===== src/rtl/to_upper_pkg.sv =====
// Shared constants and types for the ASCII (optionally Latin-1) upper-case converter.
package to_upper_pkg;
    typedef logic [7:0] char_t;

    localparam char_t LOWER_A     = 8'h61;
    localparam char_t LOWER_Z     = 8'h7A;
    localparam int    CASE_BIT    = 5;
    localparam char_t L1_LOWER_LO = 8'hE0;
    localparam char_t L1_LOWER_HI = 8'hFE;
    localparam char_t L1_DIVIDE   = 8'hF7;
endpackage


===== src/rtl/to_upper_detect.sv =====
// Lowercase detector. Latin-1 lowercase (E0..FE except F7) is included
// only when TO_UPPER_LATIN1_EN is defined.
module to_upper_detect
    import to_upper_pkg::*;
(
    input  char_t ch,
    output logic  is_lower
);
    logic ascii_lower;
    logic latin_lower;

    assign ascii_lower = (ch >= LOWER_A) && (ch <= LOWER_Z);

`ifdef TO_UPPER_LATIN1_EN
    assign latin_lower = (ch >= L1_LOWER_LO) && (ch <= L1_LOWER_HI) && (ch != L1_DIVIDE);
`else
    assign latin_lower = 1'b0;
`endif

    assign is_lower = ascii_lower | latin_lower;
endmodule


===== src/rtl/to_upper.sv =====
// Registered byte case converter, one cycle latency, one byte per cycle.
// Optional Latin-1 support via TO_UPPER_LATIN1_EN.
module to_upper
    import to_upper_pkg::*;
(
    input  logic clk,
    input  logic rst_n,
    input  logic a0,
    input  logic a1,
    input  logic a2,
    input  logic a3,
    input  logic a4,
    input  logic a5,
    input  logic a6,
    input  logic a7,
    output logic a0_out,
    output logic a1_out,
    output logic a2_out,
    output logic a3_out,
    output logic a4_out,
    output logic a5_out,
    output logic a6_out,
    output logic a7_out
);
    char_t ch;
    char_t nxt;
    char_t q;
    logic  is_lower;

    assign ch = {a7, a6, a5, a4, a3, a2, a1, a0};

    to_upper_detect u_detect (
        .ch       (ch),
        .is_lower (is_lower)
    );

    // Upper and lower case differ only in the case bit, so conversion is a single-bit clear.
    always_comb begin
        nxt           = ch;
        nxt[CASE_BIT] = ch[CASE_BIT] & ~is_lower;
    end

    always_ff @(posedge clk or negedge rst_n) begin
        if (!rst_n) q <= '0;
        else        q <= nxt;
    end

    assign {a7_out, a6_out, a5_out, a4_out, a3_out, a2_out, a1_out, a0_out} = q;
endmodule


===== config.mk =====
export PLATFORM = sky130hd
export DESIGN_NAME = to_upper
export DESIGN_NICKNAME = d
export VERILOG_FILES = /design/src/rtl/to_upper_pkg.sv /design/src/rtl/to_upper_detect.sv /design/src/rtl/to_upper.sv
export SDC_FILE = /design/constraint.sdc
export NUM_CORES = 1
export LEC_CHECK = 0
export BUFFER_PORTS_ARGS = -buffer_cell sky130_fd_sc_hd__buf_2
export CORE_AREA = 3 3 40 42
export DETAILED_ROUTE_END_ITERATION = 7
export DIE_AREA = 0 0 43 45
export PLACE_DENSITY = 0.53
export RECOVER_POWER = 25
export SKIP_LAST_GASP = 1
export SLEW_MARGIN = 20
export SYNTH_ARGS = -nofsm -noshare
export SYNTH_HDL_FRONTEND = slang
export SYNTH_SLANG_ARGS = --single-unit

===== constraint.sdc =====
create_clock -name clk -period 0.8 [get_ports clk]
set_input_delay 0.08 -clock clk [delete_from_list [all_inputs] [get_ports clk]]
set_output_delay 0.08 -clock clk [all_outputs]
set_load 0.005 [all_outputs]

==> metrics.csv, run 1 <==
stage,metric,value,unit
floorplan,num_rows,13,
clock_network,numCtsBuffers,3,
cells_and_area,top_regs,q (8),
clock_network,clk_pin_slew_worst_paths,0.05,ns
timing,maxSlewViolCount,0,
timing,rsz0062_at_grt,yes,
critical_path,critPathMaxFanout,1,
clock_network,htree_levels,1,
clock_network,ctsResizeCount,0,
critical_path,path_buf_inv,1,
place,io_buffers,17,
cells_and_area,top_register,q,
timing,timing.final.crit_share,101,%
logic_synthesis,synth_adder_area_share,0,%
clock_network,cts.sinks,8,
routing,drtIter0Drc,4,
grt,grt_pass1_wl,897,um
logic_synthesis,synthDistinctLibCells,9,
cells_and_area,finish.utilization,35.4,%
critical_path,endpoint_kind,output pin,
timing,fin_ws,-0.0116,ns
critical_path,slowest_delay,0.36,ns
grt,grt_max_degree,9,
logic_synthesis,synth_nets,26,
hold_path,min_path_type,primary input to flip-flop,
floorplan,top_level_ports,18,
place,post-place-ws,0.115,ns
power_and_ir_drop,power.total,828,uW
floorplan,start_util,19.5,%
grt,overflow,0,
routing,vias,235,
logic_synthesis,yosysSeqAreaShare,80.0,%
critical_path,startpoint_type,flip-flop,
cells_and_area,drive_above_1_share,45.5,%
critical_path,crit_family,flip-flops,
timing,whs,0.113,ns
logic_synthesis,synth_top_family_by_area,simple AND/OR/NAND/NOR gates,
critical_path,worstSetupPathType,flip-flop to output pin,
clock_network,cts_tree,done,
routing,drt-total-wl,589,um
logic_synthesis,synthMuxAreaShare,0,%
power_and_ir_drop,powerDensity,1820,mW/mm^2
routing,first_pass_iters,2,
logic_synthesis,syn-cell-area,250,um^2
timing,hold_viol_final,0,
cells_and_area,nets,56,
floorplan,die_area,0.00194,mm^2
timing,maxSlewHeadroom,71.8,%
status,failed_checks,negative setup slack,
power_and_ir_drop,power_frac_comb,12.7,%
routing,antenna_left,0,
cells_and_area,antenna_cells,0,
grt,grt_usage,6.72,%
place,place_area,354,um^2
cells_and_area,design_area,455,um^2
clock_network,root_buffer,clkbuf_4,
critical_path,critPathSlowestCell,dfrtp_1,
grt,grt_pass1_vias,221,
logic_synthesis,synth-compound-area-share,4.00,%
routing,route.detailed.drc,0,
cells_and_area,area_growth,82.0,%
logic_synthesis,ys_ff_latch,8,
logic_synthesis,postSynthAreaPerCell,15.6,um^2
clock_network,clk_path_buf_depth,2,
timing,maxClockFrequency,1230,MHz
status,outcome,"finished, violations left",
place,gp_congestion,0.658,
floorplan,fp.dieW,43,um
floorplan,core,0.00128,mm^2
logic_synthesis,netlist_instances,16,
timing,setup_viol,1,
critical_path,cp_cell_sequence,buf_2,
routing,routedWlPerCell,9.98,um
power_and_ir_drop,pwr-share-seq,52.2,%
power_and_ir_drop,p_sw_share,20.3,%
logic_synthesis,ys_warn_count,0,
critical_path,worst_ep_required_time,0.72,ns
timing,post-route-min-period,0.812,ns
power_and_ir_drop,switchingPower,168,uW
critical_path,worstPathArrival,0.73,ns
power_and_ir_drop,leakage,0.000223,uW
power_and_ir_drop,power.internal,660,uW
cells_and_area,largest_register_ffs,8,
timing,tightest_slew,0.424,ns
logic_synthesis,synth-simple-area-share,14.5,%
job,cap_viol_max_count,0,
power_and_ir_drop,clkPwrFrac,35.1,%
logic_synthesis,synth_xor_area_share,0,%
clock_network,postCtsSetupRepairBufs,0,
routing,via_per_inst,3.98,
power_and_ir_drop,ir_worst_vdd,0.499,mV
grt,antenna_found_initial,0,
floorplan,die_h,45,um
[kinds of logic (layout without fill, tap and decap cells)]
kind of cell / count (synthesis) / count (layout)
buffers and inverters: 1 / 29
AND/OR/NAND/NOR: 5 / 5
flip-flops: 8 / 8
AO/OA/AOI/OAI: 2 / 2
[final cells by class]
class	instances	area [um^2]
Fill cell	140	830
Sequential cell	8	200
Timing Repair Buffer	25	164
Multi-Input combinational cell	7	46.3
Clock buffer	3	22.5
Tap cell	15	18.8
Inverter	1	3.75
[synthesized netlist by cell type]
library cell  count  area (um^2)
inv_1             1         3.75
nor4b_2           1         15.0
dfrtp_1           8          200
o21ai_0           1         5.00
a21oi_1           1         5.00
nand2_1           1         3.75
nand4b_1          1         8.76
nor2_1            1         3.75
nand3_1           1         5.00
[power groups by stage]
stage | clock network, uW | logic, uW | registers (uW)
detailed placement | 0 | 78.2 | 439
CTS | 303 | 107 | 432
finish | 290 | 105 | 432
global placement | 0 | 76.9 | 439
global route | 331 | 116 | 433
floorplan | 0 | 10.8 | 443
[routing by layer]
metal | wire, um | global-route usage, % | vias up | part of all wire [%]
met5 | 0 | 0 | - | 0
met4 | 0 | 5.42 | 0 | 0
met3 | 94 | 4.38 | 0 | 16
met2 | 233 | 9.28 | 15 | 40
met1 | 261 | 7.18 | 108 | 44
li1 | - | - | 112 | -
[worst paths after layout]
check | startpoint | endpoint | slack (ns) | depth (start not counted)
min in group asynchronous | rst_n | q[3]$_DFF_PN0_ | 0.28 | 2
max in group asynchronous | rst_n | q[0]$_DFF_PN0_ | 0.23 | 2
hold / removal | a7 | q[5]$_DFF_PN0_ | 0.11 | 3
setup / recovery | q[5]$_DFF_PN0_ | a5_out | -0.01 | 1
[cell usage in the layout, fill, tap and decap left out, drive strengths merged]
| cell type | netlist | final |
|---|---|---|
| nand2 | 1 | 1 |
| a21oi | 1 | 1 |
| dfrtp | 8 | 8 |
| buf | 0 | 16 |
| o21ai | 1 | 1 |
| nor4b | 1 | 1 |
| nand3 | 1 | 1 |
| inv | 1 | 1 |
| clkbuf | 0 | 4 |
| nor2 | 1 | 1 |
| dlygate4sd3 | 0 | 8 |
| nand4b | 1 | 1 |
[stage by stage]
step / cells / setup TNS (ns)
6_report: 59 / -0.0116
3_5_place_dp: 48 / 0
4_1_cts: 59 / -0.0547
5_1_grt: 59 / -0.240
3_3_place_gp: 48 / 0
2_1_floorplan: 16 / 0
[repair_timing]
item	in CTS	in global routing
setup endpoints to repair	5	8
hold buffers	8	0
endpoints found under the hold margin	15	0
Power figures use the tool's default switching activity.
==> run 2: changes to the inputs <==
Settings changed: CORE_AREA 3 3 40 42 to 2 2 39 41, DIE_AREA 0 0 43 45 to 0 0 41 43, HOLD_SLACK_MARGIN set to 0.08.
==> run 2 against run 1 <==
The run still ends with negative setup slack left; first-iteration DRC count increased to 2.5 times the previous value; wire length decreased by 1.5%; global-route usage increased by 1.1 points; utilization decreased by 2.4 points; combinational power about the same; sequential cell count unchanged; via count decreased by 1.7%; worst setup slack about the same; worst hold slack got worse by 0.0029 ns; critical endpoint is now a1_out; highest routed layer unchanged.
==> metrics.csv, run 2 (synthesis gave the netlist of run 1 again) <==
stage,metric,value,unit,change
status,outcome,"finished, violations left",,
status,failed_checks,negative setup slack,,
clock_network,htree_levels,1,,unchanged
cells_and_area,drive_above_1_share,45.5,%,unchanged
clock_network,root_buffer,clkbuf_4,,
power_and_ir_drop,powerDensity,1810,mW/mm^2,-0.28%
power_and_ir_drop,ir_worst_vdd,0.548,mV,+9.8%
critical_path,worstPathArrival,0.73,ns,about the same
cells_and_area,top_register,q,,
grt,grt_max_degree,9,,unchanged
floorplan,die_area,0.00176,mm^2,-8.9%
cells_and_area,n_fill_cell,148,,+5.7%
timing,fin_tns_setup,-0.0158,ns,-0.00415 ns
grt,grt_pass1_vias,219,,-0.90%
floorplan,core,0.00138,mm^2,+7.7%
floorplan,num_rows,14,,+1
clock_network,cts.sinks,8,,unchanged
critical_path,critPathSlowestCell,dfrtp_1,,
cells_and_area,design_area,457,um^2,+0.27%
cells_and_area,final_cell_mix,"buf_2, dlygate4sd3_1, dfrtp_1",,
routing,via_per_inst,3.85,,-3.3%
clock_network,cts_tree,done,,
cells_and_area,nets,56,,unchanged
critical_path,crit_family,flip-flops,,
routing,first_pass_iters,4,,+2
critical_path,endpoint_kind,output pin,,
routing,routedWlPerCell,9.67,um,-3.2%
grt,grt_pass1_wl,862,um,-3.9%
timing,post-route-min-period,0.811,ns,-0.000482 ns
timing,setup_viol,2,,+1
power_and_ir_drop,power.total,827,uW,about the same
floorplan,die_h,43,um,-4.4%
place,gp_congestion,0.680,,+3.4%
place,place_area,355,um^2,+0.35%
critical_path,startpoint_type,flip-flop,,
routing,vias,231,,-1.7%
grt,grt_usage,7.82,%,+1.1 points
cells_and_area,antenna_cells,0,,unchanged
critical_path,path_buf_inv,1,,unchanged
timing,maxClockFrequency,1230,MHz,about the same
grt,overflow,0,,unchanged
timing,maxSlewViolCount,0,,unchanged
routing,antenna_left,0,,unchanged
floorplan,start_util,18.1,%,-1.4 points
power_and_ir_drop,leakage,0.000223,uW,unchanged
clock_network,clk_pin_slew_worst_paths,0.05,ns,about the same
hold_path,min_path_type,primary input to flip-flop,,
timing,fin_ws,-0.0111,ns,+0.000482 ns
timing,rsz0062_at_grt,yes,,
cells_and_area,finish.utilization,33.0,%,-2.4 points
timing,tightest_slew,0.428,ns,+0.00385 ns
clock_network,numCtsBuffers,3,,unchanged
critical_path,cp_cell_sequence,buf_2,,
floorplan,fp.dieW,41,um,-4.7%
timing,timing.final.crit_share,101,%,about the same
routing,drtIter0Drc,10,,+6
clock_network,postCtsSetupRepairBufs,0,,unchanged
routing,drt-total-wl,580,um,-1.5%
critical_path,worstSetupPathType,flip-flop to output pin,,
cells_and_area,area_growth,82.5,%,
grt,antenna_found_initial,0,,unchanged
critical_path,critPathMaxFanout,1,,unchanged
timing,maxSlewHeadroom,71.5,%,-0.26 points
place,io_buffers,17,,unchanged
clock_network,clk_path_buf_depth,2,,unchanged
cells_and_area,largest_register_ffs,8,,unchanged
critical_path,worst_ep_required_time,0.72,ns,about the same
cells_and_area,top_regs,q (8),,
critical_path,slowest_delay,0.36,ns,about the same
timing,hold_viol_final,0,,unchanged
place,hpwl,481,um,
cells_and_area,layout.cells.most_common,buf_2,,
cells_and_area,fin_cells,60,,+1.7%
floorplan,top_level_ports,18,,unchanged
routing,route.detailed.drc,0,,unchanged
place,place_inst,49,,+2.1%
job,cap_viol_max_count,0,,unchanged
-- run 2: area by class of cell --
cell class	count	area [um^2]	share of cell area, %
multi-input combinational	7	46.3	10.1
inverter	1	3.75	0.822
timing repair buffer	25	164	35.9
sequential	8	200	43.8
clock buffer	3	22.5	4.93
tap	16	20.0	4.38
-- run 2: path summary, 6_finish.rpt --
kind                                start  cells past startpoint        endpoint  slack, ns
worst max-delay path       q[1]$_DFF_PN0_                      1          a1_out      -0.01
worst min-delay path                   a7                      3  q[5]$_DFF_PN0_       0.11
max in group asynchronous           rst_n                      2  q[3]$_DFF_PN0_       0.22
min in group asynchronous           rst_n                      2  q[7]$_DFF_PN0_       0.28
-- run 2: power by group --
group / internal, uW / switching [uW]
sequential: 427 / 5.29
combinational: 62.2 / 42.5
clock: 170 / 120
total: 660 / 167
-- run 2: metal layers --
metal,up-vias,wire [um],GRT usage (%)
li1,112,-,-
met1,99,270,10.0
met2,20,204,9.06
met3,0,106,4.71
met4,0,0,6.00
met5,-,0,0
-- run 2: repair_timing --
action	in CTS	in global routing
hold buffers	8	0
endpoints found under the setup margin	8	8
resized for setup	0	0
endpoints found under the hold margin	15	0
-- run 2: stage by stage --
step / worst slack (ns) / hold slack [ns]
6_report: -0.0111 / 0.110
5_1_grt: -0.0479 / 0.121
4_1_cts: -0.0257 / 0.102
3_5_place_dp: 0.131 / -0.0715
3_3_place_gp: 0.139 / -0.0741
2_1_floorplan: 0.278 / -0.216
==> run 3: changes to the inputs <==
Settings changed: ABC_AREA set to 1, PLACE_DENSITY 0.53 to 0.54.
==> run 3 against run 2 <==
Global-route usage rose by 0.76 points; sequential power hardly changed; utilization rose by 1.9 points; worst hold slack gained 0.046 ns; via count grew 12%; worst setup slack gained 0.011 ns; wire length fell by 4.0%; the run still ends with negative setup slack left; sequential cell count stayed put; largest power group unchanged; clock power increased by 2%; largest cell class unchanged; cell count up 17%.
==> metrics.csv, run 3 <==
stage,metric,value,unit,change
status,outcome,"finished, violations left",,
status,failed_checks,negative setup slack,,
grt,grt_pass1_vias,232,,+5.9%
routing,route.detailed.drc,0,,unchanged
critical_path,critPathSlowestCell,dfrtp_1,,
logic_synthesis,synth_nets,35,,+35%
critical_path,crit_family,flip-flops,,
routing,antenna_left,0,,unchanged
timing,fin_tns_setup,-0.000478,ns,+0.0153 ns
routing,vias,258,,+12%
timing,hold_viol_final,0,,unchanged
timing,maxClockFrequency,1250,MHz,+1.3%
floorplan,top_level_ports,18,,unchanged
power_and_ir_drop,p_sw_share,20.7,%,+0.49 points
cells_and_area,n_fill_cell,153,,+3.4%
logic_synthesis,async_flop_share,100,%,unchanged
grt,use_met3,5.24,%,+0.52 points
logic_synthesis,synth_top_cell_area_share,75.1,%,-4.9 points
place,hpwl,415,um,-14%
critical_path,worstSetupPathType,flip-flop to output pin,,
cells_and_area,top_regs,q (8),,
routing,drt-total-wl,557,um,-4.0%
logic_synthesis,ys_ff_latch,8,,unchanged
power_and_ir_drop,switchingPower,173,uW,+3.5%
grt,grt_use_met2,10.0,%,+0.94 points
logic_synthesis,syn-cell-area,267,um^2,+6.5%
floorplan,num_rows,14,,unchanged
timing,fin_ws,-0.000478,ns,+0.0107 ns
logic_synthesis,ys.flop_type,dfrtp_1,,
critical_path,worst_ep_required_time,0.72,ns,about the same
critical_path,path_buf_inv,1,,unchanged
hold_path,min_path_type,primary input to flip-flop,,
power_and_ir_drop,pwr-share-seq,51.4,%,-0.9 points
place,post-place-ws,0.0962,ns,-0.0347 ns
critical_path,slowest_delay,0.35,ns,about the same
power_and_ir_drop,clkPwrFrac,35.5,%,+0.4 points
clock_network,ctsResizeCount,0,,unchanged
timing,setup_viol,1,,-1
grt,antenna_found_initial,0,,unchanged
critical_path,worstPathArrival,0.72,ns,about the same
timing,timing.final.crit_share,100,%,-1.3 points
logic_synthesis,netlist_instances,25,,+9
cells_and_area,top_register,q,,
logic_synthesis,yosysSeqAreaShare,75.1,%,-4.9 points
cells_and_area,final_cell_mix,"buf_2, dlygate4sd3_1, dfrtp_1",,
power_and_ir_drop,power.internal,663,uW,+0.48%
clock_network,clk_pin_slew_worst_paths,0.05,ns,about the same
power_and_ir_drop,powerDensity,1730,mW/mm^2,-4.4%
grt,grt_usage,8.58,%,+0.76 points
hold_path,worstHoldStart,a7,,
floorplan,core,0.00138,mm^2,unchanged
logic_synthesis,synthDistinctLibCells,5,,-4
grt,overflow,0,,unchanged
cells_and_area,largest_register_ffs,8,,unchanged
floorplan,fp.dieW,41,um,unchanged
timing,post-route-min-period,0.800,ns,-0.0107 ns
critical_path,startpoint_type,flip-flop,,
logic_synthesis,synth_edf_count,0,,unchanged
clock_network,numCtsBuffers,3,,unchanged
grt,top_usage_layer,met2,,
grt,met1_usage,9.15,%,-0.85 points
timing,tightest_slew,0.420,ns,-0.00739 ns
clock_network,root_buffer,clkbuf_4,,
power_and_ir_drop,power_frac_comb,13.1,%,+0.5 points
logic_synthesis,synth.area.top_cells,"dfrtp_1, nand2_1, inv_1",,
floorplan,die_area,0.00176,mm^2,unchanged
cells_and_area,antenna_cells,0,,unchanged
cells_and_area,drive_above_1_share,35.2,%,-10 points
grt,grt_max_degree,9,,unchanged
place,gp_congestion,0.690,,+1.5%
power_and_ir_drop,leakage,0.000262,uW,+18%
timing,maxSlewViolCount,0,,unchanged
floorplan,start_util,19.3,%,+1.2 points
place,io_buffers,17,,unchanged
critical_path,critPathMaxFanout,1,,unchanged
hold_path,hold_path_end,q[5]$_DFF_PN0_,,
cells_and_area,multi_input_area,47.5,um^2,+2.7%
cells_and_area,layout.cells.most_common,buf_2,,
hold_path,hold_depth,5,,+2
cells_and_area,finish.utilization,34.9,%,+1.9 points
routing,drtIter0Drc,0,,-10
floorplan,die_h,43,um,unchanged
routing,routedWlPerCell,7.96,um,-18%
timing,maxSlewHeadroom,72.0,%,+0.49 points
logic_synthesis,yosysMostFrequentCell,dfrtp_1,,
logic_synthesis,yosys.area.top_type,dfrtp_1,,
grt,grt_pass1_wl,910,um,+5.6%
clock_network,clk_path_buf_depth,2,,unchanged
routing,via_per_inst,3.69,,-4.3%
critical_path,cp_cell_sequence,buf_2,,
power_and_ir_drop,power.total,837,uW,+1.1%
clock_network,cts.sinks,8,,unchanged
timing,rsz0062_at_grt,yes,,
clock_network,cts_tree,done,,
power_and_ir_drop,ir_worst_vdd,0.520,mV,-5.1%
job,cap_viol_max_count,0,,unchanged
routing,first_pass_iters,1,,-3
cells_and_area,seq_area,200,um^2,unchanged
cells_and_area,nets,66,,+18%
logic_synthesis,synth_top_cells_by_count,"dfrtp_1, nand2_1, inv_1, nor2_1, or2_0",,
cells_and_area,area_growth,81.2,%,
logic_synthesis,postSynthAreaPerCell,10.7,um^2,-32%
logic_synthesis,ys_warn_count,0,,unchanged
critical_path,endpoint_kind,output pin,,
clock_network,htree_levels,1,,unchanged
run 3: worst max path at each step:
stage / startpoint / endpoint / slack, ns / cells past startpoint
final: q[5]$_DFF_PN0_ / a5_out / -0.0005 / 1
after floorplan: a0 / q[5]$_DFF_PN0_ / 0.25 / 4
after detailed placement: a0 / q[5]$_DFF_PN0_ / 0.1 / 5
after global routing: q[5]$_DFF_PN0_ / a5_out / -0.05 / 1
after CTS: q[5]$_DFF_PN0_ / a5_out / -0.02 / 1
after global placement: a0 / q[5]$_DFF_PN0_ / 0.10 / 5
run 3: area by class of cell:
class	instances	share of cell area, %
multi-input cells	12	9.84
inverters	5	3.89
well taps	16	4.15
flip-flops and latches	8	41.5
clock buffers	3	4.66
repair buffers	26	36.0
run 3: power by group through the flow:
stage          Combinational [uW]  Sequential (uW)  Clock [uW]
6_report                      109              430         297
5_1_grt                       127              433         333
4_1_cts                       113              430         312
3_5_place_dp                 79.7              438           0
3_3_place_gp                 78.8              438           0
2_1_floorplan                17.3              442           0
run 3: cells by family after synthesis:
| logic type | synth area share (%) |
|---|---|
| simple gates | 17.8 |
| flops | 75.1 |
| buf+inv | 7.04 |
run 3: through the flow:
| step | cell area [um^2] | hold slack, ns | instances |
|---|---|---|---|
| 3_5_place_dp | 372 | -0.0700 | 58 |
| 3_3_place_gp | 372 | -0.0731 | 58 |
| 5_1_grt | 483 | 0.221 | 70 |
| 6_report | 483 | 0.156 | 70 |
| 4_1_cts | 484 | 0.150 | 70 |
| 2_1_floorplan | 267 | -0.216 | 25 |
run 3: per-layer routing:
layer,vias up,part of all wire (%)
li1,130,-
met1,111,39
met2,13,46
met3,4,11
met4,0,4.5
met5,-,0
run 3: repair_timing:
| item | in CTS | in global routing |
|---|---|---|
| hold buffers | 9 | 0 |
| pin swaps | 0 | 0 |
| buffers inserted | 0 | 0 |
| endpoints found under the hold margin | 16 | 0 |
| setup endpoints to repair | 8 | 8 |
| cloned | 0 | 0 |
